**src/rtl/logic_pkg.sv**
```systemverilog
// Shared op codes and FSM state encodings for the NOR-unit arbiter.
package logic_pkg;

  localparam int unsigned OP_W = 2;
  localparam int unsigned ST_W = 2;

  typedef enum logic [OP_W-1:0] {
    OP_NOR  = 2'b00,
    OP_OR   = 2'b01,
    OP_AND  = 2'b10,
    OP_NAND = 2'b11
  } op_e;

  typedef enum logic [ST_W-1:0] {
    S_IDLE  = 2'd0,
    S_GRANT = 2'd1,
    S_EXEC  = 2'd2,
    S_DONE  = 2'd3
  } state_e;

endpackage

```
**src/rtl/nor_logic_unit.sv**
```systemverilog
// Combinational 2-input bitwise logic unit; every op is composed from NOR terms.
module nor_logic_unit
  import logic_pkg::*;
#(
  parameter int unsigned WIDTH = 8
) (
  input  logic [WIDTH-1:0] i_a,
  input  logic [WIDTH-1:0] i_b,
  input  op_e              i_sel,
  output logic [WIDTH-1:0] o_y_c
);

  logic [WIDTH-1:0] w_nab;
  logic [WIDTH-1:0] w_naa;
  logic [WIDTH-1:0] w_nbb;
  logic [WIDTH-1:0] w_or;
  logic [WIDTH-1:0] w_and;
  logic [WIDTH-1:0] w_nand;

  // NOR network: OR and AND are built from inverted NORs, NAND inverts AND
  assign w_nab  = ~(i_a | i_b);
  assign w_or   = ~(w_nab | w_nab);
  assign w_naa  = ~(i_a | i_a);
  assign w_nbb  = ~(i_b | i_b);
  assign w_and  = ~(w_naa | w_nbb);
  assign w_nand = ~(w_and | w_and);

  // Select the requested op result
  always_comb begin
    o_y_c = w_nab;
    case (i_sel)
      OP_NOR:  o_y_c = w_nab;
      OP_OR:   o_y_c = w_or;
      OP_AND:  o_y_c = w_and;
      OP_NAND: o_y_c = w_nand;
      default: o_y_c = w_nab;
    endcase
  end

endmodule

```
**src/rtl/nor_unit_arbiter.sv**
```systemverilog
// Round-robin arbiter sharing one registered NOR logic unit between NREQ requesters.
module nor_unit_arbiter
  import logic_pkg::*;
#(
  parameter int unsigned NREQ  = 4,
  parameter int unsigned WIDTH = 8,
  parameter int unsigned IDW   = 2
) (
  input  logic                  i_clk,
  input  logic                  i_rst,
  input  logic [NREQ-1:0]       i_req,
  input  logic [NREQ*WIDTH-1:0] i_op_a,
  input  logic [NREQ*WIDTH-1:0] i_op_b,
  input  logic [NREQ*OP_W-1:0]  i_op_sel,
  output logic [NREQ-1:0]       o_gnt,
  output logic                  o_busy,
  output logic                  o_res_valid,
  output logic [WIDTH-1:0]      o_res_data,
  output logic [IDW-1:0]        o_res_id
);

  // One extra bit so ptr+1+offset never wraps before the modulo correction
  localparam int unsigned PW = IDW + 1;

  state_e            r_state;
  state_e            w_state_nxt;
  logic [IDW-1:0]    r_ptr;
  logic [WIDTH-1:0]  r_a;
  logic [WIDTH-1:0]  r_b;
  op_e               r_sel;
  logic [NREQ-1:0]   r_gnt;
  logic              r_busy;
  logic              r_res_valid;
  logic [WIDTH-1:0]  r_res_data;
  logic [IDW-1:0]    r_res_id;

  logic [2*NREQ-1:0] w_req_dbl;
  logic [NREQ-1:0]   w_req_rot;
  logic [PW-1:0]     w_shift;
  logic [PW-1:0]     w_sum;
  logic              w_found;
  logic [IDW-1:0]    w_win;
  logic [WIDTH-1:0]  w_a;
  logic [WIDTH-1:0]  w_b;
  logic [OP_W-1:0]   w_sel;
  logic [WIDTH-1:0]  w_y;
  logic              w_latch;
  logic              w_capture;
  logic [NREQ-1:0]   w_gnt_nxt;
  logic              w_busy_nxt;
  logic              w_valid_nxt;

  // Rotate requests so bit 0 is the requester right after the pointer
  assign w_req_dbl = {i_req, i_req};
  assign w_shift   = {1'b0, r_ptr} + PW'(1);
  assign w_req_rot = NREQ'(w_req_dbl >> w_shift);

  // Lowest set rotated bit wins; map its offset back to a requester index
  always_comb begin
    w_found = 1'b0;
    w_sum   = w_shift;
    for (int j = NREQ - 1; j >= 0; j--) begin
      if (w_req_rot[j]) begin
        w_found = 1'b1;
        w_sum   = w_shift + PW'(j);
      end
    end
    if (w_sum >= PW'(NREQ)) begin
      w_sum = w_sum - PW'(NREQ);
    end
    w_win = IDW'(w_sum);
  end

  // Steer the winner's operands and op code toward the latch
  always_comb begin
    w_a   = '0;
    w_b   = '0;
    w_sel = '0;
    for (int unsigned i = 0; i < NREQ; i++) begin
      if (w_win == IDW'(i)) begin
        w_a   = i_op_a[i*WIDTH +: WIDTH];
        w_b   = i_op_b[i*WIDTH +: WIDTH];
        w_sel = i_op_sel[i*OP_W +: OP_W];
      end
    end
  end

  nor_logic_unit #(
    .WIDTH (WIDTH)
  ) u_nor_logic_unit (
    .i_a   (r_a),
    .i_b   (r_b),
    .i_sel (r_sel),
    .o_y_c (w_y)
  );

  // FSM state register
  always_ff @(posedge i_clk) begin
    if (i_rst) begin
      r_state <= S_IDLE;
    end else begin
      r_state <= w_state_nxt;
    end
  end

  // Next state plus the values the output registers take on the coming edge
  always_comb begin
    w_state_nxt = r_state;
    w_latch     = 1'b0;
    w_capture   = 1'b0;
    case (r_state)
      S_IDLE: begin
        if (w_found) begin
          w_state_nxt = S_GRANT;
          w_latch     = 1'b1;
        end
      end
      S_GRANT: w_state_nxt = S_EXEC;
      S_EXEC: begin
        w_state_nxt = S_DONE;
        w_capture   = 1'b1;
      end
      S_DONE:  w_state_nxt = S_IDLE;
      default: w_state_nxt = S_IDLE;
    endcase
    w_gnt_nxt   = (w_state_nxt == S_GRANT) ? (NREQ'(1) << w_win) : '0;
    w_busy_nxt  = (w_state_nxt != S_IDLE);
    w_valid_nxt = (w_state_nxt == S_DONE);
  end

  // Operand latch, RR pointer, registered outputs and result capture
  always_ff @(posedge i_clk) begin
    if (i_rst) begin
      r_ptr       <= IDW'(NREQ - 1);
      r_a         <= '0;
      r_b         <= '0;
      r_sel       <= OP_NOR;
      r_gnt       <= '0;
      r_busy      <= 1'b0;
      r_res_valid <= 1'b0;
      r_res_data  <= '0;
      r_res_id    <= '0;
    end else begin
      r_gnt       <= w_gnt_nxt;
      r_busy      <= w_busy_nxt;
      r_res_valid <= w_valid_nxt;
      if (w_latch) begin
        r_a   <= w_a;
        r_b   <= w_b;
        r_sel <= op_e'(w_sel);
        r_ptr <= w_win;
      end
      if (w_capture) begin
        r_res_data <= w_y;
        r_res_id   <= r_ptr;
      end
    end
  end

  assign o_gnt       = r_gnt;
  assign o_busy      = r_busy;
  assign o_res_valid = r_res_valid;
  assign o_res_data  = r_res_data;
  assign o_res_id    = r_res_id;

endmodule

```
**config.mk**
```make
export PLATFORM = sky130hd
export DESIGN_NAME = nor_unit_arbiter
export DESIGN_NICKNAME = d
export VERILOG_FILES = /design/src/rtl/logic_pkg.sv /design/src/rtl/nor_logic_unit.sv /design/src/rtl/nor_unit_arbiter.sv
export SDC_FILE = /design/constraint.sdc
export NUM_CORES = 1
export LEC_CHECK = 0
export ABC_CLOCK_PERIOD_IN_PS = 2300
export CORE_MARGIN = 4
export CORE_UTILIZATION = 25
export CTS_CLUSTER_SIZE = 20
export DETAILED_ROUTE_END_ITERATION = 12
export GPL_TIMING_DRIVEN = 0
export SETUP_SLACK_MARGIN = 0.15
export SYNTH_ARGS = -nofsm -noshare
export SYNTH_HDL_FRONTEND = slang
export SYNTH_HIERARCHICAL = 1
export SYNTH_SLANG_ARGS = --single-unit
```
**constraint.sdc**
```tcl
create_clock -name i_clk -period 2.3 [get_ports i_clk]
set_input_delay 0.23 -clock i_clk [delete_from_list [all_inputs] [get_ports i_clk]]
set_output_delay 0.23 -clock i_clk [all_outputs]
set_load 0.02 [all_outputs]
```
Word level (Yosys, flattened, before mapping)
Index checks and enable logic that the tools add are counted.

Multiplexer cells: 27. Add/sub/neg operators: 5. Order comparisons: 1. Equality and inequality tests: 11. Reductions and logical operators: 5. Bitwise logic cells: 13. Shift-type cells: 2.

Operators by type and width (count): 8-bit 2-to-1 mux (8); 8-bit inverter (6); 8-bit OR (6); 8-bit one-hot mux with 4 select lines (1); 2-bit equality test (second input constant) (7); 2-bit 2-to-1 mux (6); 3-bit 2-to-1 mux (4); 2-bit by 1-bit equality test with 1-bit output (second input constant) (4); 2-bit one-hot mux with 4 select lines (1); 8-bit by 3-bit >> shifter with 4-bit output (1); 1-bit 2-to-1 mux (7); 3-bit by 2-bit adder with 3-bit output (second input constant) (2); 2-bit logical NOT (3); 1-bit by 2-bit << shifter with 4-bit output (first input constant) (1); 2-bit by 1-bit adder with 3-bit output (second input constant) (1); 3-bit by 1-bit adder with 3-bit output (second input constant) (1); 3-bit greater-or-equal comparator (second input constant) (1); 2-bit nonzero test (1); 2-bit OR reduction (1); 2-bit by 1-bit subtractor with 2-bit output (second input constant) (1); 1-bit inverter (1).

Word-level logic and storage cells: 74. Output and inout port bits: 16. Flip-flop bits (word level): 38.

Logic depth before layout (Yosys ltp)
Gate-level depths: netlist of run 1.

Depth in word-level cells: 13. Gate-level depth with buffers: 8. Depth with buffers taken out: 7.

Cells and area by module
Netlist of run 1, hierarchy kept.

By module, submodules not included: nor_unit_arbiter (area an instance 2188.3 um^2, instances 1, seq. area each 760.7 um^2, cells each 259); nor_logic_unit (area an instance 214.0 um^2, instances 1, seq. area each 0.0 um^2, cells each 34).

Worst setup path after synthesis of run 1
Ideal clock, no wire load.

Path type: register -> register. Start point: reg r_ptr[1]. End point: reg r_a[0]. Arrival: 1.546 ns. Stages on the path, launching flop included: 9. Clock period less this slack: 1.667 ns. Buffers on the path: 3. Data required time: 2.178 ns. Slack: 0.633 ns. Cells stage by stage: dfxtp_1 -> buf_6 -> and2b_1 -> o31a_1 -> buf_2 -> buf_2 -> nand3b_1 -> a21oi_1 -> a221o_1.

Longest elaborated chain between the ends: 13. Elaborated cells between the ends (all ways): 26. Classes of those cells: add/sub: 5; order compare: 1; eq/ne: 3; shift: 1; mux: 15; reduce/logical: 1.

Ends and longest elaborated chain: from (decl) (RTL line nor_unit_arbiter.sv:27) `logic [IDW-1:0] r_ptr;`; from (signal assigned) (RTL line nor_unit_arbiter.sv:134) `r_ptr <= IDW'(NREQ - 1);`; from (signal assigned) (RTL line nor_unit_arbiter.sv:151) `r_ptr <= w_win;`; 2-bit by 1-bit adder with 3-bit output * (RTL line nor_unit_arbiter.sv:55) `assign w_shift = {1'b0, r_ptr} + PW'(1);`; 3-bit by 2-bit adder with 3-bit output / 8-bit by 3-bit >> shifter with 4-bit output (equally long branches) (RTL line nor_unit_arbiter.sv:65, nor_unit_arbiter.sv:56); 3-bit 2-to-1 mux (4 in a row) (RTL line nor_unit_arbiter.sv:63) `if (w_req_rot[j]) begin`; 3-bit greater-or-equal comparator / 2-bit by 1-bit subtractor with 2-bit output (equally long branches) (RTL line nor_unit_arbiter.sv:68, nor_unit_arbiter.sv:69); 2-bit 2-to-1 mux (RTL line nor_unit_arbiter.sv:68) `if (w_sum >= PW'(NREQ)) begin`; 2-bit logical NOT (RTL line nor_unit_arbiter.sv:80) `if (w_win == IDW'(i)) begin`; 8-bit 2-to-1 mux (4 in a row) (RTL line nor_unit_arbiter.sv:80); to (signal assigned) (RTL line nor_unit_arbiter.sv:148) `r_a <= w_a;`; to (decl) (RTL line nor_unit_arbiter.sv:28) `logic [WIDTH-1:0] r_a;`.

Mark *: on every way between the ends. The rest lies on a longest branch, timed or not. A chain may end at the register's enable or synchronous reset.

Worst setup path after layout of run 1
Start point: in i_req[1]. End point: reg r_b[4].

Longest elaborated chain between the ends: 12. Elaborated cells between the ends (all ways): 22. Classes of those cells: add/sub: 1; order compare: 1; eq/ne: 3; shift: 1; mux: 15; reduce/logical: 1.

Ends and longest elaborated chain: from (decl) (RTL line nor_unit_arbiter.sv:11) `input logic [NREQ-1:0] i_req,`; 8-bit by 3-bit >> shifter with 4-bit output * (RTL line nor_unit_arbiter.sv:56) `assign w_req_rot = NREQ'(w_req_dbl >> w_shift);`; 3-bit 2-to-1 mux (4 in a row) (RTL line nor_unit_arbiter.sv:63); 3-bit greater-or-equal comparator / 2-bit by 1-bit subtractor with 2-bit output (equally long branches) (RTL line nor_unit_arbiter.sv:68, nor_unit_arbiter.sv:69); 2-bit 2-to-1 mux (RTL line nor_unit_arbiter.sv:68); 2-bit logical NOT (RTL line nor_unit_arbiter.sv:80); 8-bit 2-to-1 mux (4 in a row) (RTL line nor_unit_arbiter.sv:80); to (signal assigned) (RTL line nor_unit_arbiter.sv:149) `r_b <= w_b;`; to (decl) (RTL line nor_unit_arbiter.sv:29) `logic [WIDTH-1:0] r_b;`.

Marked as above.

==> out/results.ini, run 1 <==
[worst_setup_path]
r2r_start=r_ptr[0]$_SDFFE_PP1P_
r2r-end=r_b[4]$_SDFFE_PP0P_
rr_worst_depth=7
cp-start-kind=primary input
crit_required_ns=2.53
critPathArrivalTime_ns=2.22
critPathKind=primary input to flop
crit_path_start=i_req[1]
critical_path.endpoint=r_b[4]$_SDFFE_PP0P_
path_max_fanout=10
critPathCaptureType=flop
ff2ff_setup_slack_ns=0.35

[yosys]
synth_enable_flop_cells=0
synth_area_leaders=dfxtp_1 32%, a221o_1 7.1%, nand2_1 5.9%
synthFlopType=dfxtp_1
synth_area_um2=2400
syn_inst=293
synth_cell_types=43
synth.largest_area_cell=dfxtp_1
synth_seq_cells=38
synth_warnings=6
synth_nets=373
syn_area_per_cell_um2=8.20
async_reset_ff_share_pct=0
ys_seq_area_share_pct=31.7
synth.top_cell.area_share_pct=31.7

[die]
die_height_um=106
initial_core_util_pct=25.9
dieArea_um2=11200
die_x_um=106
rows=35
ioPinCount=94
coreArea_um2=9280

[cells_and_area]
fin_area_um2=3610
seq_area_um2=761
area_growth_pct=50.2
drive_gt1_share_pct=11.7
multiInputGateArea_um2=1480
fill_cells=976
diodes=0
layout.nets=473

[worst_hold_path]
holdCritPathClass=flop to flop
min_path_cells=2

[grt]
grt_pass1_vias=2502
grt.total_usage_pct=13.5
grt_pass1_wl_um=12300
met2_usage_pct=22.7
top_usage_layer=met2
overflow=0
met1_usage_pct=17.8
use_met3_pct=2.61
grt_max_degree=12
grt_antenna_before_repair=0

[pwr]
p_sw_share_pct=41.4
switchingPower_w=0.00174
fin_total_pwr_w=0.00421
power_frac_comb_pct=59.9
power_frac_seq_pct=26.6
clockPowerShare_pct=13.6
p_int_w=0.00247
power_density_nw_per_um2=1170
peakVddDrop_v=0.000352
leakagePower_nw=1.36

[sta]
min_period_ns=1.98
fmax_ghz=0.504
rsz0062_at_grt=false
hold_ws_ns=0.497
fin_crit_sh_pct=86.2
relSlewSlack_pct=56.7
hold_viol_final=0
worst_pin_slew_ns=0.650
drv_slew=0
fin_skew_ns=0.00871
setup_violations=0

[clock_tree]
root_buffer=clkbuf_8
cts.sinks=38
clk_latency_ns=0.29
cts_inserted_buffers=5
cts_tree=built
htree_levels=2
clock_path_buffers=2
clk_pin_slew_ns=0.07

[routing]
antenna_left=0
drt-vias-per-instance=4.61
drt_iter0_drc=102
routedWlPerCell_um=14.8
drcViolationCount=0
first_pass_iters=4
dr_total_vias=2409
wl_um=7710

[place]
gp_congestion=0.797
io_buffers=91
dpl-instance-area_um2=3470
dpl.hpwl_um=6320

[outcome]
status=finished clean

[flow_run]
max_cap_viol_count=0

==> critical path: stages <==
cell,delay [ns]
clkdlybuf4s50_1,0.56
and2b_1,0.28
o22ai_1,0.17
a21boi_2,0.10
nor3_2,0.48
buf_6,0.23
a221o_1,0.15
==> Yosys cell counts (2+ instances only) <==
library cell and number:
o21ai_0 19, a21boi_2 2, xnor2_1 9, nor3_1 11
nand3b_1 17, o21ai_1 15, nand2_1 38, o21ai_2 4
and3_1 4, buf_6 6, nor2_1 23, ha_1 2
nor2b_1 5, nand3_1 2, inv_1 5, o211ai_1 2
and2b_1 3, buf_2 6, a221o_1 17, a21oi_1 18
clkbuf_1 9, nor2_2 2, mux2i_1 12, and3_2 6
dfxtp_1 38
==> metal layers <==
layer,up-vias,routed length [um]
li1,1246,-
met1,1096,3530
met2,61,3720
met3,6,372
met4,0,85
met5,-,0
==> flip-flops by register name, indices dropped and copies added (netlist names) <==
name,cells
r_ptr,2
o_busy,1
r_a,8
o_gnt,4
r_b,8
r_state,2
r_sel,2
o_res_valid,1
o_res_data,8
o_res_id,2
==> timing repair <==
action                     in CTS  in global routing
buffers inserted                0                  2
gates resized for setup         0                  5
hold buffers                    0                  0
setup endpoints to repair       0                  9
==> metrics by stage <==
step,utilization [%],worst slack [ns],cells,TNS [ns]
floorplan,-,0.633,293,0
global placement,37.4,-0.0325,513,-0.123
detailed placement,37.4,-0.0984,513,-0.541
CTS,38.6,0.195,520,0
global route,38.9,0.206,522,0
finish,38.9,0.317,522,0
==> power groups by stage <==
stage / combinational, W / sequential [W] / clock [W]
after floorplan: 0.00168 / 0.00120 / 0
after global routing: 0.00279 / 0.00116 / 0.000611
after detailed placement: 0.00251 / 0.00113 / 0
after CTS: 0.00251 / 0.00112 / 0.000582
after global placement: 0.00246 / 0.00113 / 0
final: 0.00252 / 0.00112 / 0.000570
==> cell type report <==
type / count / area share, %
clock buffers: 6 / 2.29
plain buffers: 23 / 3.95
clock inverters: 1 / 0.832
multi-input cells: 227 / 41.1
well taps: 129 / 4.47
flip-flops and latches: 38 / 21.1
repair buffers: 93 / 25.7
inverters: 5 / 0.520
==> kinds of logic (layout without fill, tap and decap cells) <==
kind of cell | Yosys count | after routing | synth area share (%)
AOI/OAI and AO/OA | 87 | 87 | 26.4
buffers and inverters | 28 | 128 | 6.61
DFF | 38 | 38 | 31.7
muxes | 12 | 12 | 5.00
and+or+nand+nor | 117 | 117 | 26.0
adders and majority gates | 2 | 2 | 1.04
xor gates and xnor gates | 9 | 9 | 3.28
==> how the worst min path moves through the flow <==
stage | slack, ns | to | startpoint
6_report | 0.50 | o_res_data[0]$_SDFFE_PP0P_ | o_res_data[0]$_SDFFE_PP0P_
3_3_place_gp | 0.48 | o_res_data[3]$_SDFFE_PP0P_ | o_res_data[3]$_SDFFE_PP0P_
4_1_cts | 0.51 | o_res_data[0]$_SDFFE_PP0P_ | o_res_data[0]$_SDFFE_PP0P_
3_5_place_dp | 0.49 | o_res_data[0]$_SDFFE_PP0P_ | o_res_data[0]$_SDFFE_PP0P_
5_1_grt | 0.52 | o_res_data[0]$_SDFFE_PP0P_ | o_res_data[0]$_SDFFE_PP0P_
2_1_floorplan | 0.30 | o_res_valid$_SDFF_PP0_ | i_rst
==> layout by cell type, fill, tap and decap left out, drive strengths merged, types with 2 or more instances in the layout <==
| master | instances |
|---|---|
| ha | 2 |
| mux2i | 12 |
| nor2b | 5 |
| and2b | 3 |
| a21oi | 19 |
| and3 | 10 |
| buf | 15 |
| nand3b | 17 |
| clkbuf | 16 |
| o211ai | 2 |
| o21ai | 38 |
| clkdlybuf4s50 | 90 |
| nor2 | 25 |
| dfxtp | 38 |
| inv | 5 |
| a221o | 17 |
| o22ai | 2 |
| nand3 | 2 |
| nor3 | 12 |
| xnor2 | 9 |
| a21boi | 2 |
| nand2 | 38 |
Power figures use the tool's default switching activity.
==> run 2, diff against run 1 <==
--- a/config.mk
+++ b/config.mk
@@ -14,5 +14,4 @@
 export SETUP_SLACK_MARGIN = 0.15
 export SYNTH_ARGS = -nofsm -noshare
 export SYNTH_HDL_FRONTEND = slang
-export SYNTH_HIERARCHICAL = 1
 export SYNTH_SLANG_ARGS = --single-unit
==> run 2 against run 1 <==
Net effect: die area shrank 7.5%; core utilization increased by 0.15 points; synthesized cell count shrank 25%; via count shrank 20%; routed wire length decreased by 20%.
==> out/results.ini, run 2 <==
[place]
dpl.hpwl_um=4810  ; was 6320 um
io_buffers=93  ; was 91
gp_congestion=0.689  ; was 0.797
dpl-instance-area_um2=3270  ; was 3470 um^2

[die]
dieArea_um2=10400  ; was 11200 um^2
ioPinCount=94  ; unchanged
initial_core_util_pct=25.6  ; was 25.9%
die_height_um=102  ; was 106 um
rows=34  ; was 35
die_x_um=102  ; was 106 um
coreArea_um2=8640  ; was 9280 um^2

[routing]
antenna_left=0  ; unchanged
first_pass_iters=4  ; unchanged
drcViolationCount=0  ; unchanged
dr_total_vias=1936  ; was 2409
drt_iter0_drc=26  ; was 102
routedWlPerCell_um=14.3  ; was 14.8 um
drt-vias-per-instance=4.52  ; was 4.61
wl_um=6130  ; was 7710 um

[sta]
fmax_ghz=0.509  ; was 0.504 GHz
relSlewSlack_pct=58.3  ; was 56.7%
min_period_ns=1.97  ; was 1.98 ns
drv_slew=0  ; unchanged
setup_violations=0  ; unchanged
fin_crit_sh_pct=85.4  ; was 86.2%
rsz0062_at_grt=false  ; unchanged
hold_ws_ns=0.492  ; was 0.497 ns
hold_viol_final=0  ; unchanged
fin_skew_ns=0.00230  ; was 0.00871 ns
worst_pin_slew_ns=0.625  ; was 0.650 ns
fin_tns_setup_ns=0  ; unchanged

[yosys]
synth_warnings=0  ; was 6
yosysMostFrequentCell=mux2i_1
synth.top_cell.area_share_pct=34.5  ; was 31.7%
synthTopCellsByCount=46 x mux2i_1, 38 x dfxtp_1, 21 x nand2_1, 21 x nor2_1, 12 x o221ai_2  ; was 38 x dfxtp_1, 38 x nand2_1, 23 x nor2_1
synth_enable_flop_cells=0  ; unchanged
synth_nets=300  ; was 373
synth.largest_area_cell=dfxtp_1  ; unchanged
async_reset_ff_share_pct=0  ; unchanged
synthFlopType=dfxtp_1  ; unchanged
syn_inst=219  ; was 293
synth_area_leaders=dfxtp_1 34%, mux2i_1 21%, o221ai_2 8.2%  ; was dfxtp_1 32%, a221o_1 7.1%, nand2_1 5.9%
syn_area_per_cell_um2=10.1  ; was 8.20 um^2
ys_seq_area_share_pct=34.5  ; was 31.7%
synth_cell_types=37  ; was 43
synth_area_um2=2210  ; was 2400 um^2
synth_seq_cells=38  ; unchanged

[worst_setup_path]
critPathTopFamily=buffers and inverters  ; unchanged
crit_buf_inv=2  ; unchanged
max_stage_delay_ns=0.52  ; was 0.56 ns
path_max_fanout=10  ; unchanged
cp-start-kind=primary input  ; unchanged
critPathArrivalTime_ns=2.13  ; was 2.22 ns
crit_path_top_delay_cell=clkdlybuf4s50_1  ; unchanged
critPathKind=primary input to flop  ; unchanged
crit_required_ns=2.47  ; was 2.53 ns
crit_chain=clkdlybuf4s50_1, or2b_1, a21oi_1, a211oi_4, buf_6, mux2i_1, o221ai_2  ; was clkdlybuf4s50_1, and2b_1, o22ai_1, a21boi_2, nor3_2, buf_6, a221o_1
critPathCaptureType=flop  ; unchanged

[clock_tree]
post-cts-setup-buffer-count=0  ; unchanged
cts_inserted_buffers=5  ; unchanged
clk_latency_ns=0.29  ; about the same
cts.sinks=38  ; unchanged
root_buffer=clkbuf_8  ; unchanged
cts_resized=0  ; unchanged
htree_levels=2  ; unchanged
cts_tree=built  ; unchanged
postCtsHoldBufs=0  ; unchanged
clock_path_buffers=2  ; unchanged
clk_pin_slew_ns=0.08  ; was 0.07 ns

[cells_and_area]
drive_gt1_share_pct=12.8  ; was 11.7%
layout.nets=400  ; was 473
diodes=0  ; unchanged
final_cell_mix=93 x clkdlybuf4s50_1, 46 x mux2i_1, 38 x dfxtp_1  ; was 90 x clkdlybuf4s50_1, 38 x nand2_1, 38 x dfxtp_1
fin_util_pct=39.0  ; was 38.9%
mostFrequentLayoutCell=clkdlybuf4s50_1  ; unchanged
fin_area_um2=3370  ; was 3610 um^2
area_growth_pct=52.6  ; was 50.2%

[grt]
grt.total_usage_pct=12.0  ; was 13.5%
grt_max_degree=13  ; was 12
overflow=0  ; unchanged
grt_pass1_wl_um=9600  ; was 12300 um
grt_pass1_vias=1934  ; was 2502
grt_antenna_before_repair=0  ; unchanged

[pwr]
leakagePower_nw=1.36  ; about the same
power_density_nw_per_um2=983  ; was 1170 nW/um^2
peakVddDrop_v=0.000331  ; was 0.000352 V

[worst_hold_path]
holdCritPathClass=flop to flop  ; unchanged

[flow_run]
max_cap_viol_count=0  ; unchanged

[outcome]
status=finished clean  ; unchanged

-- run 2: cell types whose count changed in the layout (fill, tap and decap cells not counted), sizes merged, moves of 16 or more --
cell	delta
o221ai	+18
a21oi	-17
mux2i	+34
a221o	-17
o21ai	-37
nand2	-16
nand3b	-17
-- run 2: logic make-up (layout without fill, tap and decap cells) --
kind of cell             count (synthesis)  count (layout)  synth area share [%]
adder cells (fa/ha/maj)                  3               3                  1.70
buffers and inverters                   22             123                  7.48
AND/OR/NAND/NOR                         72              72                  16.1
flip-flops                              38              38                  34.5
multiplexers                            46              46                  20.9
AO/OA/AOI/OAI                           29              29                  15.8
XOR/XNOR                                 9               9                  3.57
-- run 2: metal layers --
layer / share of wire [%] / GRT usage (%) / wire (um) / vias up
met3: 7.8 / 3.21 / 480 / 5
met1: 46 / 16.0 / 2840 / 870
li1: - / - / - / 993
met4: 1.3 / 3.94 / 77 / 0
met2: 45 / 18.6 / 2730 / 68
met5: 0 / 0 / 0 / -
-- run 2: where the power goes --
part	internal, W	leakage (nW)	total [W]	switching, W
registers	0.000887	0.312	0.00102	0.000134
clock network	0.000241	0.0472	0.000491	0.000249
logic	0.000902	0.996	0.00180	0.000899
total	0.00203	1.36	0.00331	0.00128
-- run 2: worst reg2reg max path, cell delays in order, from the launching register on --
cell	delay [ns]
dfxtp_1	0.32
buf_2	0.18
nand2b_1	0.13
a21oi_1	0.10
a211oi_4	0.39
buf_6	0.26
mux2i_1	0.31
o221ai_2	0.13
-- run 2: worst paths after layout --
| path | to | cells after the start | start | slack [ns] |
|---|---|---|---|---|
| max | r_a[6]$_SDFFE_PP0P_ | 7 | i_req[3] | 0.33 |
| min | r_a[6]$_SDFFE_PP0P_ | 2 | r_a[6]$_SDFFE_PP0P_ | 0.49 |
| max reg2reg | r_a[6]$_SDFFE_PP0P_ | 7 | r_ptr[0]$_SDFFE_PP1P_ | 0.37 |
| min reg2reg | r_a[6]$_SDFFE_PP0P_ | 2 | r_a[6]$_SDFFE_PP0P_ | 0.49 |
-- run 2: area by class of cell --
| type | count | area (um^2) |
|---|---|---|
| buffer | 15 | 139 |
| clock inverter | 2 | 12.5 |
| timing repair buffer | 93 | 931 |
| tap | 108 | 135 |
| multi-input combinational | 159 | 1280 |
| sequential | 38 | 761 |
| clock buffer | 6 | 82.6 |
| inverter | 7 | 26.3 |
| fill | 866 | 5270 |
-- run 2: metrics by stage --
step	setup slack (ns)	instances	total power [W]
2_1_floorplan	0.658	219	0.00229
3_5_place_dp	0.00493	420	0.00286
3_3_place_gp	0.0775	420	0.00284
5_1_grt	0.218	428	0.00357
6_report	0.335	428	0.00331
4_1_cts	0.329	428	0.00336
